**config.mk**
```make
export PLATFORM = sky130hd
export DESIGN_NAME = iterative_multiplier
export DESIGN_NICKNAME = d
export VERILOG_FILES = /design/src/rtl/mult_pkg.sv /design/src/rtl/iterative_multiplier_step.sv /design/src/rtl/iterative_multiplier.sv
export SDC_FILE = /design/constraint.sdc
export NUM_CORES = 1
export LEC_CHECK = 0
export ABC_AREA = 1
export CORE_UTILIZATION = 50
export DETAILED_ROUTE_END_ITERATION = 8
export PLACE_DENSITY = 0.73
export SYNTH_ARGS = -nofsm -noshare
export SYNTH_HDL_FRONTEND = slang
export SYNTH_SLANG_ARGS = --single-unit
```
**constraint.sdc**
```tcl
create_clock -name Clk -period 2.73 [get_ports Clk]
set_input_delay 0.546 -clock Clk [delete_from_list [all_inputs] [get_ports Clk]]
set_output_delay 0.546 -clock Clk [all_outputs]
set_load 0.005 [all_outputs]
```
**src/rtl/mult_pkg.sv**
```systemverilog
//------------------------------------------------------------------------------
// mult_pkg
// Shared opcode encodings, FSM state type and constants for the iterative
// shift-add multiplier.
// Revision: 1.0 - initial release
//------------------------------------------------------------------------------
`default_nettype none

package mult_pkg;

  // LEGv8 multiply opcode encodings carried on the Op port
  localparam logic [1:0] OP_MUL   = 2'b00;
  localparam logic [1:0] OP_UMULH = 2'b01;
  localparam logic [1:0] OP_SMULH = 2'b10;

  // Control FSM states
  typedef enum logic [1:0] {
    IDLE = 2'd0,
    RUN  = 2'd1,
    WB   = 2'd2
  } state_t;

  // Zero register: writes to it are suppressed
  localparam logic [4:0] XZR = 5'd31;

  // One shift-add step per operand bit
  localparam int DEFAULT_WIDTH = 64;
  localparam int ITERATIONS    = DEFAULT_WIDTH;

endpackage

`default_nettype wire

```
**src/rtl/iterative_multiplier_step.sv**
```systemverilog
//------------------------------------------------------------------------------
// mult_step
// Combinational single radix-2 shift-add step. When the multiplier LSB is set
// the multiplicand is added into the upper half of the accumulator; the
// accumulator (with the carry out of that add) and the multiplier are then
// both shifted right by one.
// Revision: 1.0 - initial release
//------------------------------------------------------------------------------
`default_nettype none

module mult_step
  import mult_pkg::*;
#(
  parameter int WIDTH = 64
) (
  input  logic [2*WIDTH-1:0] i_acc,
  input  logic [WIDTH-1:0]   i_mcand,
  input  logic [WIDTH-1:0]   i_mplr,
  output logic [2*WIDTH-1:0] o_acc,
  output logic [WIDTH-1:0]   o_mplr
);

  // One extra bit keeps the carry so no product bit is lost on the shift
  logic [WIDTH:0] w_sum;

  assign w_sum  = {1'b0, i_acc[2*WIDTH-1:WIDTH]} +
                  (i_mplr[0] ? {1'b0, i_mcand} : {(WIDTH+1){1'b0}});
  assign o_acc  = {w_sum, i_acc[WIDTH-1:1]};
  assign o_mplr = {1'b0, i_mplr[WIDTH-1:1]};

endmodule

`default_nettype wire

```
**src/rtl/iterative_multiplier.sv**
```systemverilog
//------------------------------------------------------------------------------
// iterative_multiplier
// Multi-cycle 64-bit multiplier sitting downstream of the register file.
// Latches BusA/BusB/Op/Rd on Start, runs WIDTH shift-add steps, then drives
// the register file write port for exactly one cycle (MUL / UMULH / SMULH).
// Optional feature macro: MULT_SIGNED_EN enables SMULH (Op = 2'b10); when it
// is undefined Op = 2'b10 behaves as UMULH and no sign logic exists.
// Revision: 1.0 - initial release
//------------------------------------------------------------------------------
`default_nettype none

module iterative_multiplier
  import mult_pkg::*;
#(
  parameter int WIDTH   = 64,
  parameter int REGBITS = 5
) (
  input  logic               Clk,
  input  logic               Reset,
  input  logic               Start,
  input  logic [1:0]         Op,
  input  logic [WIDTH-1:0]   BusA,
  input  logic [WIDTH-1:0]   BusB,
  input  logic [REGBITS-1:0] Rd,
  output logic               Busy,
  output logic               Done,
  output logic [WIDTH-1:0]   BusW,
  output logic [REGBITS-1:0] RW,
  output logic               RegWr
);

  localparam int                 c_CNT_W = $clog2(WIDTH);
  localparam logic [c_CNT_W-1:0] c_LAST  = c_CNT_W'(WIDTH - 1);

  state_t               r_state;
  state_t               w_next;
  logic [2*WIDTH-1:0]   r_acc;
  logic [WIDTH-1:0]     r_mcand;
  logic [WIDTH-1:0]     r_mplr;
  logic [REGBITS-1:0]   r_rd;
  logic                 r_hi;
  logic [c_CNT_W-1:0]   r_cnt;

  logic                 w_start;
  logic                 w_op_hi;
  logic [WIDTH-1:0]     w_a_in;
  logic [WIDTH-1:0]     w_b_in;
  logic [2*WIDTH-1:0]   w_step_acc;
  logic [WIDTH-1:0]     w_step_mplr;
  logic [2*WIDTH-1:0]   w_prod;

  // Start is only honoured in IDLE; while busy it is dropped, not queued
  assign w_start = (r_state == IDLE) && Start;
  // Reserved opcode 2'b11 falls through to MUL (low half)
  assign w_op_hi = (Op == OP_UMULH) || (Op == OP_SMULH);

`ifdef MULT_SIGNED_EN
  logic w_op_signed;
  logic w_neg;
  logic r_neg;

  // SMULH multiplies magnitudes; the sign is restored on the WB output
  assign w_op_signed = (Op == OP_SMULH);
  assign w_a_in      = (w_op_signed && BusA[WIDTH-1]) ? (~BusA + 1'b1) : BusA;
  assign w_b_in      = (w_op_signed && BusB[WIDTH-1]) ? (~BusB + 1'b1) : BusB;
  assign w_neg       = w_op_signed && (BusA[WIDTH-1] ^ BusB[WIDTH-1]);
  assign w_prod      = r_neg ? (~r_acc + 1'b1) : r_acc;

  // Capture whether the final product needs two's-complement negation
  always_ff @(posedge Clk) begin
    if (Reset) begin
      r_neg <= 1'b0;
    end else if (w_start) begin
      r_neg <= w_neg;
    end
  end
`else
  assign w_a_in = BusA;
  assign w_b_in = BusB;
  assign w_prod = r_acc;
`endif

  mult_step #(
    .WIDTH (WIDTH)
  ) u_step (
    .i_acc   (r_acc),
    .i_mcand (r_mcand),
    .i_mplr  (r_mplr),
    .o_acc   (w_step_acc),
    .o_mplr  (w_step_mplr)
  );

  // Operand latch on Start, then one shift-add step per RUN cycle
  always_ff @(posedge Clk) begin
    if (Reset) begin
      r_acc   <= '0;
      r_mcand <= '0;
      r_mplr  <= '0;
      r_rd    <= '0;
      r_hi    <= 1'b0;
      r_cnt   <= '0;
    end else if (w_start) begin
      r_acc   <= '0;
      r_mcand <= w_a_in;
      r_mplr  <= w_b_in;
      r_rd    <= Rd;
      r_hi    <= w_op_hi;
      r_cnt   <= '0;
    end else if (r_state == RUN) begin
      r_acc   <= w_step_acc;
      r_mplr  <= w_step_mplr;
      r_cnt   <= r_cnt + 1'b1;
    end
  end

  // State register; reset wins over any pending Start
  always_ff @(posedge Clk) begin
    if (Reset) begin
      r_state <= IDLE;
    end else begin
      r_state <= w_next;
    end
  end

  // Next-state: IDLE -> RUN on Start, RUN -> WB after the last step, WB -> IDLE
  always_comb begin
    w_next = r_state;
    case (r_state)
      IDLE:    if (Start) w_next = RUN;
      RUN:     if (r_cnt == c_LAST) w_next = WB;
      WB:      w_next = IDLE;
      default: w_next = IDLE;
    endcase
  end

  // Outputs are decoded from state; the write port is live only in WB
  always_comb begin
    Busy  = 1'b0;
    Done  = 1'b0;
    BusW  = '0;
    RW    = '0;
    RegWr = 1'b0;
    case (r_state)
      RUN: begin
        Busy = 1'b1;
      end
      WB: begin
        Busy  = 1'b1;
        Done  = 1'b1;
        BusW  = r_hi ? w_prod[2*WIDTH-1:WIDTH] : w_prod[WIDTH-1:0];
        RW    = r_rd;
        // XZR retires silently; a reset landing in WB also blocks the write
        RegWr = (r_rd != REGBITS'(XZR)) && !Reset;
      end
      default: ;
    endcase
  end

endmodule

`default_nettype wire

```
# Word-level counts from Yosys, hierarchy flattened
# Index checks and enable logic that the tools add are counted.
# word_totals
latch_bits	0
n_memories	0
mem_bits_ro	0
regBits	270
inputBits	138
mem_bits_rw	0
# classes
n_mul	0
n_mux	12
n_addsub	2
shift	0
order_cmp	0
bitwise_logic	0
eq_ne	8
div	0
n_reduce_logical	9
# ops
cell	n
64-bit 2-to-1 mux	5
64-bit by 65-bit adder with 65-bit output	1
6-bit by 1-bit adder with 6-bit output (second input constant)	1
6-bit equality test (second input constant)	1
5-bit 2-to-1 mux	1
5-bit != test (second input constant)	1
2-bit by 1-bit equality test with 1-bit output (second input constant)	2
2-bit equality test (second input constant)	2
2-bit 2-to-1 mux	2
2-bit case mux with 2 select lines	1
2-bit OR reduction	2
1-bit 2-to-1 mux	3
1-bit logical AND	2
2-bit logical NOT	1
2-bit by 1-bit != test with 1-bit output (second input constant)	1
2-bit != test (second input constant)	1
2-bit AND reduction	1
2-bit nonzero test	1
1-bit logical NOT	1
1-bit logical OR	1

# Longest topological paths before layout
# logic_depth
ltp_word	3
mapped_depth	21
mapped_depth_nobuf	19

# By module
# A second synthesis with hierarchy kept.
# hier_totals
hier_cells	3054
hier_area_um2	18397.6
# by_module_without_submodules
module	area_per_inst_um2	cells_each	n_inst
iterative_multiplier	10882.9	1501	1
mult_step	7514.7	1553	1

# Least setup slack after synthesis
# Ideal clock, no wire load.
# synth_timing
path_kind	reg-to-reg
from	reg r_mplr[0]
to	reg r_acc[103]
path_buffers	2
setup_ns	0.113
period_less_slack_ns	2.290
setup_slack_ns	0.440
arrival_time_ns	2.177
path_stages_with_launch	18
path_cell_list	dfxtp_1 > clkbuf_1 > clkbuf_1 > nand2_1 > inv_1 > ha_1 > nand2_1 > inv_1 > nand2_1 > nand2_1 > a21oi_1 > nand3_1 > nand2_1 > nand2_1 > nand2_1 > nand2_1 > o21ai_1 > inv_1
# synth_between
elab_chain_cells	2
# synth_rtl
item	line	source
start: declaration	iterative_multiplier.sv:39	logic [WIDTH-1:0] r_mplr;
start signal: assignment	iterative_multiplier.sv:105	r_mplr <= w_b_in;
start signal: assignment	iterative_multiplier.sv:111	r_mplr <= w_step_mplr;
64-bit 2-to-1 mux	iterative_multiplier_step.sv:27	(i_mplr[0] ? {1'b0, i_mcand} : {(WIDTH+1){1'b0}});
64-bit by 65-bit adder with 65-bit output	iterative_multiplier_step.sv:26	assign w_sum = {1'b0, i_acc[2*WIDTH-1:WIDTH]} +
end signal: assignment	iterative_multiplier.sv:110	r_acc <= w_step_acc;
end: declaration	iterative_multiplier.sv:37	logic [2*WIDTH-1:0] r_acc;
# Every way passes these cells.
# A chain may end at the register's enable or synchronous reset.

# Worst setup path in the final report
# layout_timing
from	reg r_state[0]
to	out RegWr
# layout_between
elab_chain_cells	2
# layout_rtl
item	line	source
start: declaration	iterative_multiplier.sv:35	state_t r_state;
start signal: assignment	iterative_multiplier.sv:121	r_state <= w_next;
2-bit equality test	iterative_multiplier.sv:143	case (r_state)
1-bit 2-to-1 mux	iterative_multiplier.sv:143	
end: declaration	iterative_multiplier.sv:29	output logic RegWr
# Every way passes these cells.

==> impl_metrics.ini <==
[drt]
drt_pass1_iterations = 5
vias = 18747
drc = 0
vias_per_cell = 5.24
drt-initial-drc-count = 1759
ant_nets = 0
routedWlPerCell_um = 16.3
drt_wl_total_um = 58200

[critical_path]
cpPeakStageDelay_ps = 530
cp_data_required_time_ps = 2180
startpoint_type = flip-flop
path_cells = inv_2 > ha_4 > buf_12 > nand2_1 > a31oi_1 > clkdlybuf4s50_1
crit_fanout = 20
r2r_end = r_acc[124]
ff2ff_setup_slack_ps = 150
rr_worst_depth = 15
cp-end-kind = primary output
slowest_stage = clkdlybuf4s50_1
path_buf_inv = 3
cp_data_arrival_time_ps = 2120
path_class = reg -> out
cp_top_family = buffers and inverters
r2r-start = r_mplr[0]

[sta]
skew_ps = 37.4
setup_violations = 0
tightest_slew_ps = 980
finalHoldViolCount = 0
fmax_mhz = 375
final.period_utilization_pct = 97.7
period_needed_ps = 2670
worst_slack_ps = 63.6
slew_headroom_pct = 34.5
maxSlewViolCount = 0
tns_ps = 0
rsz0062_at_grt = false

[synthesis]
netlist_area_mm2 = 0.0172
yosys_most_used_dff = dfxtp_1
yosysUniqueCellTypes = 34
netlist_top_cells_count = 943 x nand2_1, 529 x inv_1, 270 x dfxtp_1
async_reset_ff_share_pct = 0
synth_top_cell_area_share_pct = 31.4
ys_seq_elements = 270
netlist_instances = 2920
synth_nets = 3128
synth_seq_area_share_pct = 31.4
yosysMostFrequentCell = nand2_1
yosys-top-cells-area = dfxtp_1 31%, nand2_1 21%, inv_1 12%
yosys.area.top_type = dfxtp_1
yosys_warnings = 0
synth-edff-count = 0
syn_avg_cell_area_um2 = 5.89

[final_layout]
fillers = 3218
antennaDiodeCount = 0
stdcell_count = 3576
num-nets-final = 3311
synthToLayoutAreaGrowth_pct = 23.7
drive_above_1_share_pct = 5.72

[grt]
grt_pass1_wl_um = 91900
grtUsageTotal_pct = 32.4
antenna_found_initial = 1
grt-ovfl-total = 0
grt_pass1_vias = 17680
grt_max_degree = 158

[clock_tree]
cts-root-buf = clkbuf_16
clkLatencyLatePin_ps = 610
clockBufferDepth = 3
clk_pin_slew_ps = 60
htree_num_levels = 1
cts_buffers = 31
clock_sinks = 270
cts_tree = yes
postCtsHoldBufs = 0

[min_path]
min_path_type = in -> reg
hold_start = Reset
min_to = r_cnt[1]
whs_path_depth = 4

[floorplan]
die_w_um = 187
rows = 67
io_pins = 210
die_area_mm2 = 0.0352
die_h_um = 187
coreArea_mm2 = 0.0337
initial_core_util_pct = 51.0

[placed_design]
place_congestion = 0.989
port_buffers = 209
dp_hpwl_um = 43600
post-place-ws_ps = 80.7
dp_cells = 3510

[pwr]
vdd_drop_max_uv = 1120
p_per_area_mw_per_mm2 = 770
p_leak_nw = 11.5

[run]
maxCapViolations = 0

[status]
status = completed
flip-flops by register name (all words and copies together) (netlist names):
name and cells:
r_acc 128, r_state 2, r_cnt 6, r_mcand 64, r_mplr 64, r_hi 1, r_rd 5
through the flow:
| stage | hold slack [ps] | area (um2) | power, mW | util, % |
|---|---|---|---|---|
| after CTS | 393 | 21100 | 16.2 | 62.5 |
| after global placement | 449 | 20000 | 11.7 | 59.3 |
| after floorplan | 437 | 17200 | 9.41 | - |
| after global routing | 423 | 21300 | 17.3 | 63.2 |
| after detailed placement | 457 | 20000 | 11.8 | 59.3 |
| final | 400 | 21300 | 16.4 | 63.2 |
worst max path at each step:
stage	from	end	slack (ps)	cells after the start
final	r_state[0]	RegWr	60	6
after global routing	r_mplr[0]	r_acc[124]	3	15
after CTS	r_state[0]	BusW[25]	1	6
after detailed placement	r_mplr[0]	r_acc[123]	80	19
after global placement	r_mplr[0]	r_acc[123]	140	19
after floorplan	r_mplr[0]	r_acc[103]	440	17
cell families after synthesis:
group	after synthesis	share of synthesized area, %
buf+inv	661	14.6
xor+xnor	31	1.58
compound gates	489	14.8
simple gates	1399	32.5
flops	270	31.4
fa+ha+maj	70	5.13
cell usage in the layout, fill, tap and decap left out, drive strengths merged, types with 17 or more instances in the layout:
cell / instances
a21oi: 235
a31oi: 65
buf: 67
clkbuf: 45
clkdlybuf4s50: 146
dfxtp: 270
dlygate4sd2: 23
dlymetal6s2s: 39
ha: 69
inv: 532
nand2: 955
nand3: 134
nor2: 275
nor3: 17
o21ai: 182
xor2: 30
tightest hold or removal path, cell delays in order:
cell and delay, ps:
buf_2 140, nor2_1 80, clkinv_2 110, a21oi_1 50
metal layers:
metal / wire (um) / GRT usage (%) / up-vias
li1: - / - / 9364
met1: 26800 / 46.9 / 8615
met5: 0 / 0 / -
met2: 25300 / 50.5 / 684
met4: 1220 / 7.57 / 0
met3: 4850 / 4.97 / 84
report_power, final:
part	internal, mW	switching [mW]
Combinational	2.28	4.44
Clock	2.51	1.82
Sequential	4.78	0.571
Total	9.56	6.83
final cells by class:
class | instances | area (um2) | area share, %
Clock inverter | 15 | 189 | 0.888
Clock buffer | 43 | 861 | 4.04
Sequential cell | 270 | 5410 | 25.4
Tap cell | 448 | 561 | 2.63
Multi-Input combinational cell | 1989 | 9380 | 44.1
Inverter | 534 | 2010 | 9.45
Timing Repair Buffer | 277 | 2870 | 13.5
timing repair:
action | CTS | global route
buffers inserted | 2 | 4
endpoints found under the setup margin | 65 | 53
cloned | 0 | 2
gates resized for setup | 33 | 55
Power figures use the tool's default switching activity.
